[config.mk]
export PLATFORM = sky130hd
export DESIGN_NAME = seg7_display_sched
export DESIGN_NICKNAME = d
export VERILOG_FILES = /design/src/rtl/seg7_display_sched.sv
export SDC_FILE = /design/constraint.sdc
export NUM_CORES = 1
export LEC_CHECK = 0
export BUFFER_PORTS_ARGS = -buffer_cell sky130_fd_sc_hd__buf_2
export CAP_MARGIN = 20
export CORE_MARGIN = 3
export CORE_UTILIZATION = 63
export DETAILED_ROUTE_END_ITERATION = 10
export PLACE_DENSITY = 0.83
export SLEW_MARGIN = 5
export SYNTH_ARGS = -nofsm -noshare
export SYNTH_HDL_FRONTEND = slang
export SYNTH_SLANG_ARGS = --single-unit
[constraint.sdc]
create_clock -name clk -period 5.62 [get_ports clk]
set_clock_uncertainty 0.05 [all_clocks]
set_input_delay 0.281 -clock clk [delete_from_list [all_inputs] [get_ports clk]]
set_output_delay 0.281 -clock clk [all_outputs]
set_load 0.01 [all_outputs]
[src/rtl/seg7_display_sched.sv]
// Round-robin scheduler feeding a 5-digit BCD seven-segment display; values are converted by a
// sequential double-dabble engine. Define SEG7_DISPLAY_SCHED_BLANK_EN to blank leading zeros.
module seg7_display_sched #(
  parameter int NREQ         = 4,
  parameter int DWELL_CYCLES = 50000000
) (
  input  logic                 clk,
  input  logic                 rst,
  input  logic [NREQ-1:0]      req,
  input  logic [16*NREQ-1:0]   data,
  output logic [NREQ-1:0]      ack,
  output logic [19:0]          bcd_out,
  output logic                 bcd_valid,
  output logic                 busy,
  output logic [2:0]           grant_id
);

  localparam logic [1:0] IDLE    = 2'd0;
  localparam logic [1:0] CONVERT = 2'd1;
  localparam logic [1:0] DWELL   = 2'd2;
  localparam int CW = (DWELL_CYCLES > 1) ? $clog2(DWELL_CYCLES) : 1;

  logic [1:0]      state_reg;
  logic [2:0]      last_reg;
  logic [2:0]      grant_reg;
  logic [15:0]     shift_reg;
  logic [19:0]     scratch_reg;
  logic [3:0]      iter_reg;
  logic [CW-1:0]   dwell_reg;
  logic [NREQ-1:0] ack_reg;
  logic [19:0]     bcd_reg;
  logic            valid_reg;

  logic            win_found;
  logic [2:0]      win_idx;
  logic [15:0]     win_data;
  logic [19:0]     adj;
  logic [19:0]     scratch_next;
  logic [19:0]     final_bcd;
  logic            unused_top;

  function automatic int rr_idx(input logic [2:0] l, input int off);
    return (int'(l) + off) % NREQ;
  endfunction

  // Scan from the farthest offset down so the nearest set bit after last wins.
  always_comb begin
    win_found = 1'b0;
    win_idx   = 3'd0;
    win_data  = 16'd0;
    for (int off = NREQ; off >= 1; off--) begin
      if (req[rr_idx(last_reg, off)]) begin
        win_found = 1'b1;
        win_idx   = 3'(rr_idx(last_reg, off));
        win_data  = data[16*rr_idx(last_reg, off) +: 16];
      end
    end
  end

  genvar gi;
  generate
    for (gi = 0; gi < 5; gi++) begin : g_add3
      assign adj[gi*4 +: 4] = (scratch_reg[gi*4 +: 4] >= 4'd5) ?
                              scratch_reg[gi*4 +: 4] + 4'd3 : scratch_reg[gi*4 +: 4];
    end
  endgenerate

  // The top scratch bit falls off the shift; it is always zero for 16-bit inputs.
  assign scratch_next = {adj[18:0], shift_reg[15]};
  assign unused_top   = adj[19];

`ifdef SEG7_DISPLAY_SCHED_BLANK_EN
  function automatic logic [19:0] blank_lead(input logic [19:0] b);
    logic [19:0] r;
    logic        lead;
    r    = b;
    lead = 1'b1;
    for (int i = 4; i >= 1; i--) begin
      if (lead && (b[i*4 +: 4] == 4'd0)) r[i*4 +: 4] = 4'hF;
      else                               lead = 1'b0;
    end
    return r;
  endfunction

  assign final_bcd = blank_lead(scratch_next);
`else
  assign final_bcd = scratch_next;
`endif

  always_ff @(posedge clk) begin
    if (rst) begin
      state_reg   <= IDLE;
      last_reg    <= 3'(NREQ - 1);
      grant_reg   <= 3'd0;
      shift_reg   <= 16'd0;
      scratch_reg <= 20'd0;
      iter_reg    <= 4'd0;
      dwell_reg   <= '0;
      ack_reg     <= '0;
      bcd_reg     <= 20'h00000;
      valid_reg   <= 1'b0;
    end else begin
      ack_reg <= '0;
      case (state_reg)
        IDLE: begin
          if (win_found) begin
            shift_reg   <= win_data;
            scratch_reg <= 20'd0;
            iter_reg    <= 4'd0;
            grant_reg   <= win_idx;
            last_reg    <= win_idx;
            ack_reg     <= NREQ'(1) << win_idx;
            state_reg   <= CONVERT;
          end
        end
        CONVERT: begin
          scratch_reg <= scratch_next;
          shift_reg   <= {shift_reg[14:0], 1'b0};
          iter_reg    <= iter_reg + 4'd1;
          if (iter_reg == 4'd15) begin
            bcd_reg   <= final_bcd;
            valid_reg <= 1'b1;
            dwell_reg <= CW'(DWELL_CYCLES - 1);
            state_reg <= DWELL;
          end
        end
        DWELL: begin
          if (dwell_reg == '0) state_reg <= IDLE;
          else                 dwell_reg <= dwell_reg - 1'b1;
        end
        default: state_reg <= IDLE;
      endcase
    end
  end

  assign ack       = ack_reg;
  assign bcd_out   = bcd_reg;
  assign bcd_valid = valid_reg;
  assign busy      = (state_reg != IDLE);
  assign grant_id  = grant_reg;

endmodule

==> metrics.csv, run 1 <==
metric;value;unit
ys_types;63;
period_needed;3.21;ns
path_max_fanout;29;
postCtsSetupBuffers;0;
drc_errors;0;
syn-num-nets;876;
cap_violations;0;
yosys.area.top_type;dfxtp_1;
dieHeight;109;um
rsz0062_at_grt;false;
cp_cell_sequence;clkinv_1, mux2i_1, nor2_1, a221o_1, a31oi_1;
synth_compound_gate_area_share;0.241;
cp-end-kind;flip-flop;
synth_fa_ha_area_frac;0.0227;
fmax;0.311;GHz
synthXorXnorAreaFrac;0.00661;
finalPower;0.00166;W
final_cells;979;
fin_crit_sh;0.572;
antenna_found_initial;0;
clk_pin_slew_worst_paths;0.09;ns
die-area;11800;sq um
setup_tns;0;ns
cts_resized;0;
hp-class;in2reg;
grt_pass1_wl;28100;um
synth_top_family_by_area;compound AO/OA/AOI/OAI gates;
start_kind;flip-flop;
p_per_area;226;nW/um^2
fp-row-count;36;
synth_mux_area_frac;0.176;
diodes;0;
root_buffer;clkbuf_8;
finalHoldViolCount;0;
place_inst;962;
synthTopCellsByArea;dfxtp_1, mux4_2, a21oi_1;
synth-edff-count;0;
grt_pass1_vias;6024;
clk_path_buf_depth;2;
wire_per_inst;17.4;um
routabilityCongestion;0.889;
layout-drive-gt1-share;0.215;
synth_flop_cell;dfxtp_1;
tightest_slew;1.01;ns
initial_utilization;0.663;
drt_iter0_drc;610;
final_max_slew_viol_count;0;
core;10000;sq um
grt_max_degree;88;
critPathSlowestCell;mux2i_1;
largest_reg_flops;26;
ant_nets;0;
synth_area_per_cell;8.35;sq um
yosysWarnings;0;
cts.sinks;97;
h-tree-depth;3;
grtUsageTotal;0.291;
path_delay_family;multiplexers;
cp.required;5.86;ns
synth_top_area_share;0.293;
ys_seq_area_frac;0.293;
setup_violations;0;
yosys.area_share.simple;0.200;
final_core_util;0.731;
status;complete, no violations;
portBuffers;97;
ys_ff_latch;97;
numCtsBuffers;9;
io_pins;99;
vias_per_cell;6.72;
p_leak;2.93;nW
cts_hold_buffers;0;
criticalPathCategory;reg2reg;
arrival;3.45;ns
irDropWorstVdd;136;uV
drt_pass1_iterations;5;
cts_tree;yes;
grt_overflow_total;0;
syn_area;6630;sq um
die_width;109;um
cpPeakStageDelay;0.88;ns
dp_hpwl;11800;um
crit_buf_inv;1;
place_area;7060;sq um
syn_to_final_growth;10.3;%
relSlewSlack;0.306;
synthCells;794;
final_cell_area;7310;sq um
wl;17000;um
nets;923;
async_flop_share;0;
vias;6583;
insertion_delay;0.37;ns
==> through the flow <==
step | hold WS, ns | setup WS [ns]
after global routing | 0.365 | 2.17
after detailed placement | 0.395 | 2.47
after CTS | 0.328 | 2.46
after global placement | 0.388 | 2.69
final | 0.331 | 2.41
after floorplan | 0.389 | 3.22
==> area by class of cell <==
cell class,count,area [sq um]
fillers,789,2690
multi-input cells,593,4280
inverters,36,135
clock buffers,11,141
repair buffers,104,536
flip-flops and latches,97,1950
well taps,133,166
clock inverters,5,101
==> report_power, final <==
part	switching [W]	total (W)	internal, W
sequential	0.0000183	0.000725	0.000706
combinational	0.000212	0.000379	0.000166
clock	0.000245	0.000552	0.000308
==> final timing paths <==
path / from / slack, ns / depth (start not counted) / to
min: data[6] / 0.33 / 5 / shift_reg[6]
max: last_reg[0] / 2.41 / 5 / shift_reg[13]
max reg2reg: last_reg[0] / 2.41 / 5 / shift_reg[13]
min reg2reg: bcd_out[17] / 0.40 / 2 / bcd_out[17]
==> layer usage <==
layer  share of wire  GRT usage
met5               0          0
met1            0.41      0.382
met2            0.49      0.492
met3           0.079     0.0370
met4           0.019      0.105
==> cell families (layout without fill, tap and decap cells) <==
logic type	Yosys count	after routing
flops	97	97
buf+inv	104	156
simple gates	253	253
xor+xnor	5	5
fa+ha+maj	12	12
mux	72	72
compound gates	250	250
other cells	1	1
==> worst min-delay path, stage by stage <==
cell and delay, ns:
buf_2 0.09, mux2i_1 0.06, nor2_1 0.09, o31ai_1 0.07, a31oi_1 0.12
==> cell usage in the layout, fill, tap and decap left out, drive strengths merged, types with 6 or more instances in the layout <==
cell type	netlist	layout
a211oi	16	16
a21oi	81	81
a221o	11	11
a221oi	6	6
a31oi	20	20
and3	9	9
buf	18	104
clkbuf	50	11
dfxtp	97	97
ha	12	12
inv	35	36
mux2i	33	33
mux4	35	35
nand2	42	42
nand2b	16	16
nand3	14	14
nor2	64	64
nor2b	6	6
nor3	28	28
nor3b	9	9
o211ai	13	13
o21ai	48	48
o221ai	7	7
o22ai	7	7
o31ai	17	17
or2	12	12
or3	19	19
or4	14	14
==> synthesized netlist by cell type (4+ instances only) <==
| cell | instances |
|---|---|
| dfxtp_1 | 97 |
| a21oi_1 | 81 |
| nor2_1 | 64 |
| clkbuf_1 | 50 |
| o21ai_0 | 48 |
| nand2_1 | 42 |
| inv_1 | 35 |
| mux4_2 | 35 |
| mux2i_1 | 33 |
| nor3_1 | 28 |
| a31oi_1 | 20 |
| o31ai_1 | 17 |
| a211oi_1 | 16 |
| nand2b_1 | 16 |
| or3_1 | 16 |
| nand3_1 | 14 |
| o211ai_1 | 13 |
| ha_1 | 12 |
| a221o_1 | 11 |
| or4_1 | 11 |
| buf_1 | 10 |
| or2_2 | 10 |
| and3_1 | 9 |
| nor3b_1 | 9 |
| buf_2 | 7 |
| o221ai_1 | 7 |
| o22ai_1 | 7 |
| a221oi_1 | 6 |
| nor2b_1 | 6 |
| nand4_1 | 5 |
| nor4_1 | 5 |
| xnor2_1 | 5 |
| mux2_2 | 4 |
No activity file was read; power rests on OpenSTA's default activity.
==> run 2, diff against run 1 <==
--- a/config.mk
+++ b/config.mk
@@ -8,9 +8,9 @@
 export BUFFER_PORTS_ARGS = -buffer_cell sky130_fd_sc_hd__buf_2
 export CAP_MARGIN = 20
 export CORE_MARGIN = 3
-export CORE_UTILIZATION = 63
+export CORE_UTILIZATION = 53
 export DETAILED_ROUTE_END_ITERATION = 10
-export PLACE_DENSITY = 0.83
+export PLACE_DENSITY = 0.74
 export SLEW_MARGIN = 5
 export SYNTH_ARGS = -nofsm -noshare
 export SYNTH_HDL_FRONTEND = slang
==> constraint.sdc (replaced) <==
create_clock -name clk -period 2.9 [get_ports clk]
set_clock_uncertainty 0.05 [all_clocks]
set_input_delay 0.145 -clock clk [delete_from_list [all_inputs] [get_ports clk]]
set_output_delay 0.145 -clock clk [all_outputs]
set_load 0.01 [all_outputs]
==> metrics.csv, run 2 (synthesis gave the netlist of run 1 again) <==
metric;value;unit;change
grt_use_met1;0.307;;-0.0755
largest_reg_flops;26;;unchanged
clk_path_buf_depth;2;;unchanged
swShare;0.285;;-0.00183
vias;6442;;-2.1%
syn_to_final_growth;13.4;%;
p_int;0.00240;W;+100%
p_leak;3.02;nW;+3.0%
antenna_found_initial;0;;unchanged
diodes;0;;unchanged
cp.required;3.13;ns;-2.73 ns
wl;16900;um;-0.76%
criticalPathCategory;reg2reg;;
layout-drive-gt1-share;0.226;;+0.0110
p_clk_frac;0.358;;+0.024
cap_violations;0;;unchanged
p_per_area;446;nW/um^2;+97%
clk_pin_slew_worst_paths;0.07;ns;-0.02 ns
final_cell_mix;buf_2, dfxtp_1, a21oi_1;;
numCtsBuffers;9;;unchanged
fp-row-count;40;;+11%
portBuffers;97;;unchanged
p_seq_frac;0.421;;-0.017
grt.busiest_layer;met2;;
rsz0062_at_grt;false;;
root_buffer;clkbuf_16;;
use_met2;0.401;;-0.0902
grt_overflow_total;0;;unchanged
grt_max_degree;49;;-44%
cts.sinks;97;;unchanged
initial_utilization;0.547;;-0.116
power_frac_comb;0.221;;-0.008
core;12100;sq um;+21%
final_common_cell;buf_2;;
cts_resized;0;;unchanged
place_area;7210;sq um;+2.1%
status;complete, no violations;;
arrival;2.86;ns;-0.59 ns
die-area;13900;sq um;+18%
die_width;118;um;+8.5%
final_cell_area;7510;sq um;+2.8%
nets;935;;+1.3%
setup_tns;0;ns;unchanged
setup_violations;0;;unchanged
fin_crit_sh;0.909;;+0.337
finalHoldViolCount;0;;unchanged
cp-end-kind;flip-flop;;
vias_per_cell;6.28;;-6.6%
hold_depth;2;;-3
ant_nets;0;;unchanged
cts_hold_buffers;0;;unchanged
irDropWorstVdd;268;uV;+97%
drc_errors;0;;unchanged
cts_tree;yes;;
wire_per_inst;16.5;um;-5.3%
period_needed;2.64;ns;-0.577 ns
grt_pass1_wl;28300;um;+0.81%
relSlewSlack;0.523;;+0.217
hp-class;in2reg;;
nFillCells;1085;;+38%
routabilityCongestion;0.907;;+2.1%
postCtsSetupBuffers;0;;unchanged
rr_worst_depth;5;;unchanged
tightest_slew;0.715;ns;-0.298 ns
start_kind;flip-flop;;
drt_pass1_iterations;5;;unchanged
fmax;0.379;GHz;+22%
grtUsageTotal;0.241;;-0.0502
final_max_slew_viol_count;0;;unchanged
h-tree-depth;3;;unchanged
grt_pass1_vias;6089;;+1.1%
path_max_fanout;11;;-62%
drt_iter0_drc;458;;-25%
dp_hpwl;11900;um;+0.66%
insertion_delay;0.35;ns;-0.02 ns
use_met3;0.0394;;+0.00239
dieHeight;118;um;+8.5%
io_pins;99;;unchanged
p_sw;0.000957;W;+100%
==> run 2: cell count changes in the layout (fill, tap and decap cells not counted) <==
| cell | previous run | this run |
|---|---|---|
| clkbuf_8 | 10 | 1 |
| clkbuf_16 | 0 | 9 |
| inv_4 | 1 | 0 |
| buf_2 | 98 | 97 |
| buf_12 | 0 | 1 |
| inv_6 | 0 | 1 |
| bufinv_16 | 3 | 1 |
| clkinv_2 | 1 | 3 |
| buf_4 | 6 | 18 |
==> run 2: path summary, 6_finish.rpt <==
check | from | endpoint | slack, ns
worst min-delay path | rst | scratch_reg[6] | 0.17
worst max-delay path | dwell_reg[3] | dwell_reg[20] | 0.26
worst min register to register | bcd_out[14] | bcd_out[14] | 0.40
worst max register to register | dwell_reg[3] | dwell_reg[20] | 0.26
==> run 2: area by class of cell <==
class / count / area (sq um) / share of cell area
multi-input combinational: 593 / 4280 / 0.570
sequential: 97 / 1950 / 0.259
timing repair buffer: 116 / 641 / 0.0853
clock buffer: 11 / 243 / 0.0323
tap: 168 / 210 / 0.0280
inverter: 36 / 135 / 0.0180
clock inverter: 5 / 53.8 / 0.00716
==> run 2: per-layer routing <==
metal  vias to the layer above  share of wire
li1                       3127              -
met5                         -              0
met2                       241           0.49
met3                        28          0.064
met1                      3046           0.43
met4                         0          0.021
==> run 2: power groups by stage <==
stage          Sequential, W  Clock (W)  Combinational (W)
4_1_cts              0.00141    0.00123           0.000731
3_5_place_dp         0.00144          0           0.000728
3_3_place_gp         0.00144          0           0.000707
5_1_grt              0.00142    0.00128           0.000807
2_1_floorplan        0.00142          0           0.000547
6_report             0.00141    0.00120           0.000741
==> run 2: metrics by stage <==
step,power (W),setup WS (ns),cells,hold slack (ns),utilization
floorplan,0.00196,0.505,794,0.253,-
CTS,0.00337,0.282,1025,0.166,0.620
detailed placement,0.00217,0.302,1009,0.396,0.595
global route,0.00350,0.175,1026,0.208,0.620
global placement,0.00215,0.370,1009,0.388,0.595
finish,0.00335,0.265,1026,0.170,0.620
==> run 2: worst max-delay path: stages (launching register included) <==
cell and delay, ns:
dfxtp_1 0.34, or3_1 0.41, or2_1 0.35, or4_1 0.67, or4_2 0.58, a31oi_1 0.18
